===== src/rtl/mesi_isc_breq_arb_if.sv =====
// Request/broadcast bundle for the broadcast-request arbiter.
// slave  : arbiter side. It consumes the CPU requests and the FIFO full flag,
//          and drives the acks and the FIFO write port.
// master : requester/FIFO side, the mirror image of slave.
// With MESI_ISC_BREQ_ARB_STAT_EN defined, the bundle also carries stall_cnt_o and max_id_o.
`timescale 1ns/1ps
interface mesi_isc_breq_arb_if #(
    parameter int unsigned ADDR_WIDTH       = 32,
    parameter int unsigned BROAD_TYPE_WIDTH = 2,
    parameter int unsigned BROAD_ID_WIDTH   = 5
);
    logic [3:0]                    cpu_req_valid_i;
    logic [4*ADDR_WIDTH-1:0]       cpu_req_addr_array_i;
    logic [4*BROAD_TYPE_WIDTH-1:0] cpu_req_type_array_i;
    logic [3:0]                    cpu_req_ack_o;
    logic                          broad_fifo_full_i;
    logic                          broad_fifo_wr_o;
    logic [ADDR_WIDTH-1:0]         broad_addr_o;
    logic [BROAD_TYPE_WIDTH-1:0]   broad_type_o;
    logic [1:0]                    broad_cpu_id_o;
    logic [BROAD_ID_WIDTH-1:0]     broad_id_o;
    logic                          arb_busy_o;
`ifdef MESI_ISC_BREQ_ARB_STAT_EN
    logic [15:0]                   stall_cnt_o;
    logic [BROAD_ID_WIDTH-1:0]     max_id_o;
`endif

    modport slave (
        input  cpu_req_valid_i, cpu_req_addr_array_i, cpu_req_type_array_i, broad_fifo_full_i,
        output cpu_req_ack_o, broad_fifo_wr_o, broad_addr_o, broad_type_o,
               broad_cpu_id_o, broad_id_o, arb_busy_o
`ifdef MESI_ISC_BREQ_ARB_STAT_EN
        , output stall_cnt_o, max_id_o
`endif
    );

    modport master (
        output cpu_req_valid_i, cpu_req_addr_array_i, cpu_req_type_array_i, broad_fifo_full_i,
        input  cpu_req_ack_o, broad_fifo_wr_o, broad_addr_o, broad_type_o,
               broad_cpu_id_o, broad_id_o, arb_busy_o
`ifdef MESI_ISC_BREQ_ARB_STAT_EN
        , input stall_cnt_o, max_id_o
`endif
    );
endinterface


===== src/rtl/mesi_isc_breq_arb.sv =====
// Broadcast-request arbiter.
// It holds one pending request per CPU and grants the pending requests round-robin.
// Each winner is written to the broadcast FIFO together with its CPU id and a rolling broadcast id.
// Ports:
//   clk  system clock
//   rst  asynchronous active-low reset
//   bus  mesi_isc_breq_arb_if.slave
//        CPU request valid/addr/type and ack; FIFO full flag, write strobe and data; busy flag
// Optional: MESI_ISC_BREQ_ARB_STAT_EN adds stall_cnt_o and max_id_o.
`timescale 1ns/1ps
module mesi_isc_breq_arb #(
    parameter int unsigned ADDR_WIDTH       = 32,
    parameter int unsigned BROAD_TYPE_WIDTH = 2,
    parameter int unsigned BROAD_ID_WIDTH   = 5
) (
    input  logic                   clk,
    input  logic                   rst,
    mesi_isc_breq_arb_if.slave     bus
);
    localparam int unsigned NCPU = 4;

    logic [NCPU-1:0]             r_hold_vld;
    logic [ADDR_WIDTH-1:0]       r_hold_addr [NCPU];
    logic [BROAD_TYPE_WIDTH-1:0] r_hold_type [NCPU];
    logic [1:0]                  r_last_grant;
    logic [BROAD_ID_WIDTH-1:0]   r_id_cnt;

    logic                        w_found;
    logic [1:0]                  w_win;
    logic [NCPU-1:0]             w_grant;
    logic [NCPU-1:0]             w_ack;

    // Round-robin search that starts just after the last winner. The FIFO full flag masks the grant.
    always_comb begin : arb
        logic [1:0] v_idx;
        w_found = 1'b0;
        w_win   = 2'd0;
        v_idx   = 2'd0;
        for (int k = 1; k <= 4; k++) begin
            v_idx = r_last_grant + 2'(k);
            if (!w_found && r_hold_vld[v_idx]) begin
                w_found = 1'b1;
                w_win   = v_idx;
            end
        end
        if (bus.broad_fifo_full_i) begin
            w_found = 1'b0;
        end
    end

    assign w_grant = w_found ? (4'b0001 << w_win) : 4'b0000;

    // A holding register can accept a request when it is empty or is being drained this cycle.
    // The ack is held low while reset is asserted.
    assign w_ack = rst ? (bus.cpu_req_valid_i & (~r_hold_vld | w_grant)) : 4'b0000;

    // Capture data on ack and drain the register on grant. A simultaneous ack refills it.
    always_ff @(posedge clk or negedge rst) begin
        if (!rst) begin
            r_hold_vld   <= '0;
            r_last_grant <= 2'd3;
            r_id_cnt     <= '0;
            for (int i = 0; i < NCPU; i++) begin
                r_hold_addr[i] <= '0;
                r_hold_type[i] <= '0;
            end
        end else begin
            for (int i = 0; i < NCPU; i++) begin
                if (w_ack[i]) begin
                    r_hold_vld[i]  <= 1'b1;
                    r_hold_addr[i] <= bus.cpu_req_addr_array_i[i*ADDR_WIDTH +: ADDR_WIDTH];
                    r_hold_type[i] <= bus.cpu_req_type_array_i[i*BROAD_TYPE_WIDTH +: BROAD_TYPE_WIDTH];
                end else if (w_grant[i]) begin
                    r_hold_vld[i]  <= 1'b0;
                end
            end
            if (w_found) begin
                r_last_grant <= w_win;
                r_id_cnt     <= r_id_cnt + BROAD_ID_WIDTH'(1);
            end
        end
    end

    assign bus.cpu_req_ack_o   = w_ack;
    assign bus.broad_fifo_wr_o = w_found;
    assign bus.broad_addr_o    = w_found ? r_hold_addr[w_win] : '0;
    assign bus.broad_type_o    = w_found ? r_hold_type[w_win] : '0;
    assign bus.broad_cpu_id_o  = w_found ? w_win : 2'd0;
    assign bus.broad_id_o      = w_found ? r_id_cnt : '0;
    assign bus.arb_busy_o      = |r_hold_vld;

`ifdef MESI_ISC_BREQ_ARB_STAT_EN
    logic [15:0]               r_stall_cnt;
    logic [BROAD_ID_WIDTH-1:0] r_max_id;

    // Count the cycles in which work is pending but the FIFO blocks it (saturating).
    // Also keep the id of the most recent issue.
    always_ff @(posedge clk or negedge rst) begin
        if (!rst) begin
            r_stall_cnt <= '0;
            r_max_id    <= '0;
        end else begin
            if ((|r_hold_vld) && bus.broad_fifo_full_i && (r_stall_cnt != 16'hFFFF)) begin
                r_stall_cnt <= r_stall_cnt + 16'd1;
            end
            if (w_found) begin
                r_max_id <= r_id_cnt;
            end
        end
    end

    assign bus.stall_cnt_o = r_stall_cnt;
    assign bus.max_id_o    = r_max_id;
`endif
endmodule

===== src/flat_wrapper.sv =====
// flat-port wrapper written by rule: the top's interface ports become plain ports
module mesi_isc_breq_arb_flat 
#(
    parameter int unsigned ADDR_WIDTH       = 32,
    parameter int unsigned BROAD_TYPE_WIDTH = 2,
    parameter int unsigned BROAD_ID_WIDTH   = 5
)
  (clk, rst, bus_cpu_req_valid_i, bus_cpu_req_addr_array_i, bus_cpu_req_type_array_i, bus_broad_fifo_full_i, bus_cpu_req_ack_o, bus_broad_fifo_wr_o, bus_broad_addr_o, bus_broad_type_o, bus_broad_cpu_id_o, bus_broad_id_o, bus_arb_busy_o);
  mesi_isc_breq_arb_if #(.ADDR_WIDTH(ADDR_WIDTH), .BROAD_TYPE_WIDTH(BROAD_TYPE_WIDTH), .BROAD_ID_WIDTH(BROAD_ID_WIDTH)) bus_i ();
  input  logic clk;
  input  logic rst;
  input wire logic [$bits(bus_i.cpu_req_valid_i)-1:0] bus_cpu_req_valid_i;
  input wire logic [$bits(bus_i.cpu_req_addr_array_i)-1:0] bus_cpu_req_addr_array_i;
  input wire logic [$bits(bus_i.cpu_req_type_array_i)-1:0] bus_cpu_req_type_array_i;
  input wire logic [$bits(bus_i.broad_fifo_full_i)-1:0] bus_broad_fifo_full_i;
  output wire logic [$bits(bus_i.cpu_req_ack_o)-1:0] bus_cpu_req_ack_o;
  output wire logic [$bits(bus_i.broad_fifo_wr_o)-1:0] bus_broad_fifo_wr_o;
  output wire logic [$bits(bus_i.broad_addr_o)-1:0] bus_broad_addr_o;
  output wire logic [$bits(bus_i.broad_type_o)-1:0] bus_broad_type_o;
  output wire logic [$bits(bus_i.broad_cpu_id_o)-1:0] bus_broad_cpu_id_o;
  output wire logic [$bits(bus_i.broad_id_o)-1:0] bus_broad_id_o;
  output wire logic [$bits(bus_i.arb_busy_o)-1:0] bus_arb_busy_o;
  assign bus_i.cpu_req_valid_i = bus_cpu_req_valid_i;
  assign bus_i.cpu_req_addr_array_i = bus_cpu_req_addr_array_i;
  assign bus_i.cpu_req_type_array_i = bus_cpu_req_type_array_i;
  assign bus_i.broad_fifo_full_i = bus_broad_fifo_full_i;
  assign bus_cpu_req_ack_o = bus_i.cpu_req_ack_o;
  assign bus_broad_fifo_wr_o = bus_i.broad_fifo_wr_o;
  assign bus_broad_addr_o = bus_i.broad_addr_o;
  assign bus_broad_type_o = bus_i.broad_type_o;
  assign bus_broad_cpu_id_o = bus_i.broad_cpu_id_o;
  assign bus_broad_id_o = bus_i.broad_id_o;
  assign bus_arb_busy_o = bus_i.arb_busy_o;
  mesi_isc_breq_arb #(.ADDR_WIDTH(ADDR_WIDTH), .BROAD_TYPE_WIDTH(BROAD_TYPE_WIDTH), .BROAD_ID_WIDTH(BROAD_ID_WIDTH)) u_core (.clk(clk), .rst(rst), .bus(bus_i));
endmodule

===== config.mk =====
export PLATFORM = sky130hd
export DESIGN_NAME = mesi_isc_breq_arb_flat
export DESIGN_NICKNAME = d
export VERILOG_FILES = /design/src/rtl/mesi_isc_breq_arb_if.sv /design/src/rtl/mesi_isc_breq_arb.sv /design/src/flat_wrapper.sv
export SDC_FILE = /design/constraint.sdc
export NUM_CORES = 1
export LEC_CHECK = 0
export BUFFER_PORTS_ARGS = -buffer_cell sky130_fd_sc_hd__clkbuf_2
export CAP_MARGIN = 20
export CORE_MARGIN = 3
export CORE_UTILIZATION = 49
export CTS_BUF_LIST = sky130_fd_sc_hd__clkbuf_16
export CTS_CLUSTER_SIZE = 24
export DETAILED_ROUTE_END_ITERATION = 6
export GPL_ROUTABILITY_DRIVEN = 0
export PLACE_DENSITY = 0.74
export SLEW_MARGIN = 20
export SYNTH_ARGS = -nofsm -noshare
export SYNTH_HDL_FRONTEND = slang
export SYNTH_SLANG_ARGS = --single-unit

===== constraint.sdc =====
create_clock -name clk -period 3.35 [get_ports clk]
set_clock_uncertainty 0.15 [all_clocks]
set_input_delay 0.1675 -clock clk [delete_from_list [all_inputs] [get_ports clk]]
set_output_delay 0.1675 -clock clk [all_outputs]
set_load 0.1 [all_outputs]

==> reports/qor.yml <==
status: "finished, final reports clean"
period_minus_slack_ns: 3.248
crit_slowest_cell: "bufbuf_16"
r2r_slack_ns: 0.39
via_per_inst: 5.976
synth-seq-area-share_pct: 48.29
overflow: 0
first_global_vias: 7419
max_slew.worst_pin.slew_ns: 0.8087
max_freq_mhz: 307.9
ys_warn_count: 0
start_util_pct: 51.28
synthArstFlopShare_pct: 100.0
grt_use_total_pct: 29.21
io_buffers: 189
maxCapViolCount: 0
row_count: 44
crit_path_start_kind: "flip-flop"
syn_inst: 647
nFillCells: 814
setup_viol: 0
clock-sinks: 147
seqCellArea_um2: 3684
final_common_cell: "clkbuf_2"
antenna_found_initial: 0
syn_avg_cell_area_um2: 11.78
routedWlPerCell_um: 21.80
synth-edff-count: 0
r2r_start: "u_core.r_last_grant[1]"
finalCritPeriodShare_pct: 96.96
placedInstanceArea_um2: 9609
reg2regPathDepth: 6
r2r_end: "u_core.r_hold_addr[104]"
slew_violations: 0
hold_viol: 0
syn_nets: 791
rsz0062_at_grt: "true"
clk_latency_ns: 0.42
synth_cell_type_count: 42
crit_arrival_ns: 2.93
drt_wl_total_mm: 25.09
root_buffer: "clkbuf_16"
cp_cell_sequence: "buf_8 -> a21oi_1 -> nor4_4 -> bufbuf_16 -> mux2i_1 -> o22ai_4 -> buf_12"
core_area_um2: 14860
area_delta_synth_final_pct: 53.66
path_clk_slew_ns: 0.06
drive_gt1_share_pct: 40.33
n_antenna_cell: 0
dp_hpwl_mm: 14.35
cts_made_buffers: 17
hold_path_class: "in -> async"
firstDrtPassIters: 5
io_pins: 190
tritoncts: "built"
worst-endpoint-required_ns: 3.03
setup_ws_ns: 0.1020
final_nets: 1099
grt_max_degree: 74
remaining_drc_errors: 0
syn-cell-area_um2: 7622
cp_max_fo: 73
die_h_um: 130.7
path_class: "reg -> out"
synthFlopType: "dfrtp_1"
die_w_um: 130.7
h-tree-depth: 4
cp-end-kind: "output pin"
maxSlewHeadroom_pct: 46.09
dr.first_iter.drc_count: 525
cpPeakStageDelay_ns: 0.48
postLayoutCellArea_um2: 11710
grt_pass1_wl_mm: 38.89
cp-startpoint: "u_core.r_hold_vld[2]"
die_area_um2: 17090
place_ws_ns: 0.3363
vias: 6878
final_cell_mix: "clkbuf_2, dfrtp_1, dlygate4sd3_1"
multi_input_area_um2: 3948
ant_nets: 0
post_cts_buffers: 0
ys_seq_elements: 147
clockBufferDepth: 2
-- what timing repair did --
action / 4_1_cts / 5_1_grt
pin swaps: 0 / 1
resized for setup: 1 / 7
gates cloned: 0 / 3
hold buffers: 140 / 0
endpoints found under the setup margin: 17 / 37
endpoints found under the hold margin: 164 / 0
-- area by class of cell --
type                    count  share of cell area, %
repair buffers            347                  27.29
inverters                   7                 0.2991
flip-flops and latches    147                  31.45
clock inverters            14                  1.656
well taps                 184                  1.966
clock buffers              17                  3.632
multi-input cells         435                  33.70
-- state kept, by name (all words and copies together) (netlist names) --
register / count
u_core.r_last_grant: 2
u_core.r_hold_type: 8
u_core.r_hold_vld: 4
u_core.r_hold_addr: 128
u_core.r_id_cnt: 5
-- cells in the mapped netlist, types with 4 or more instances --
master,number,share of area (%)
buf_6,6,0.89
nor3b_1,36,3.5
nand4_1,34,2.8
buf_2,18,1.2
mux2i_1,69,9.1
nand3_1,37,2.4
a21oi_1,36,2.4
mux2_4,29,5.7
nand2_1,15,0.74
buf_4,4,0.39
buf_1,4,0.20
dfrtp_1,145,48
and3_1,5,0.41
xnor2_1,4,0.46
clkbuf_1,27,1.3
mux2_2,73,11
inv_1,5,0.25
o211ai_1,34,3.3
o22ai_1,35,2.9
-- through the flow --
step / setup TNS [ns] / std cells / hold WS, ns / util, %
after floorplan: 0 / 647 / -0.2781 / -
after global placement: 0 / 977 / -0.08988 / 64.65
after detailed placement: 0 / 977 / -0.08079 / 64.65
after CTS: 0 / 1148 / 0.04564 / 78.27
after global routing: -0.06984 / 1151 / 0.07806 / 78.80
final: 0 / 1151 / 0.04565 / 78.80
-- critical path: cells and delay by family (launching register included) --
| family | cells | cell delay (ns) |
|---|---|---|
| compound gates | 2 | 0.30 |
| buf+inv | 3 | 1.02 |
| flops | 1 | 0.38 |
| mux | 1 | 0.41 |
| simple gates | 1 | 0.37 |
-- cell families (layout without fill, tap and decap cells) --
| family | after synthesis | after routing | share of synthesized area (%) |
|---|---|---|---|
| multiplexers | 171 | 171 | 25.56 |
| flip-flops | 147 | 147 | 48.29 |
| AND/OR/NAND/NOR | 141 | 142 | 11.01 |
| AO/OA/AOI/OAI | 117 | 117 | 10.18 |
| buffers and inverters | 66 | 385 | 4.334 |
| XOR/XNOR | 4 | 4 | 0.4596 |
| adder cells (fa/ha/maj) | 1 | 1 | 0.1641 |
-- how the worst max path moves through the flow --
stage                                  end  slack [ns]  cells past startpoint
floorplan             bus_cpu_req_ack_o[2]        0.08                      6
global placement    u_core.r_hold_addr[97]        0.42                      6
detailed placement  u_core.r_hold_addr[97]        0.34                      6
CTS                   bus_broad_addr_o[30]        0.04                      8
global route          bus_broad_addr_o[24]       -0.03                      7
finish                bus_broad_addr_o[29]        0.10                      7
-- per-layer routing --
| layer | GRT usage (%) | vias to the layer above | wire length, um |
|---|---|---|---|
| li1 | - | 3053 | - |
| met1 | 35.38 | 3466 | 10050 |
| met2 | 51.34 | 307 | 12860 |
| met3 | 6.057 | 52 | 1512 |
| met4 | 10.95 | 0 | 668 |
| met5 | 0 | - | 0 |
Power is not shown: default switching activity piles up to over one toggle a cycle in this logic, so the estimate is an artifact.
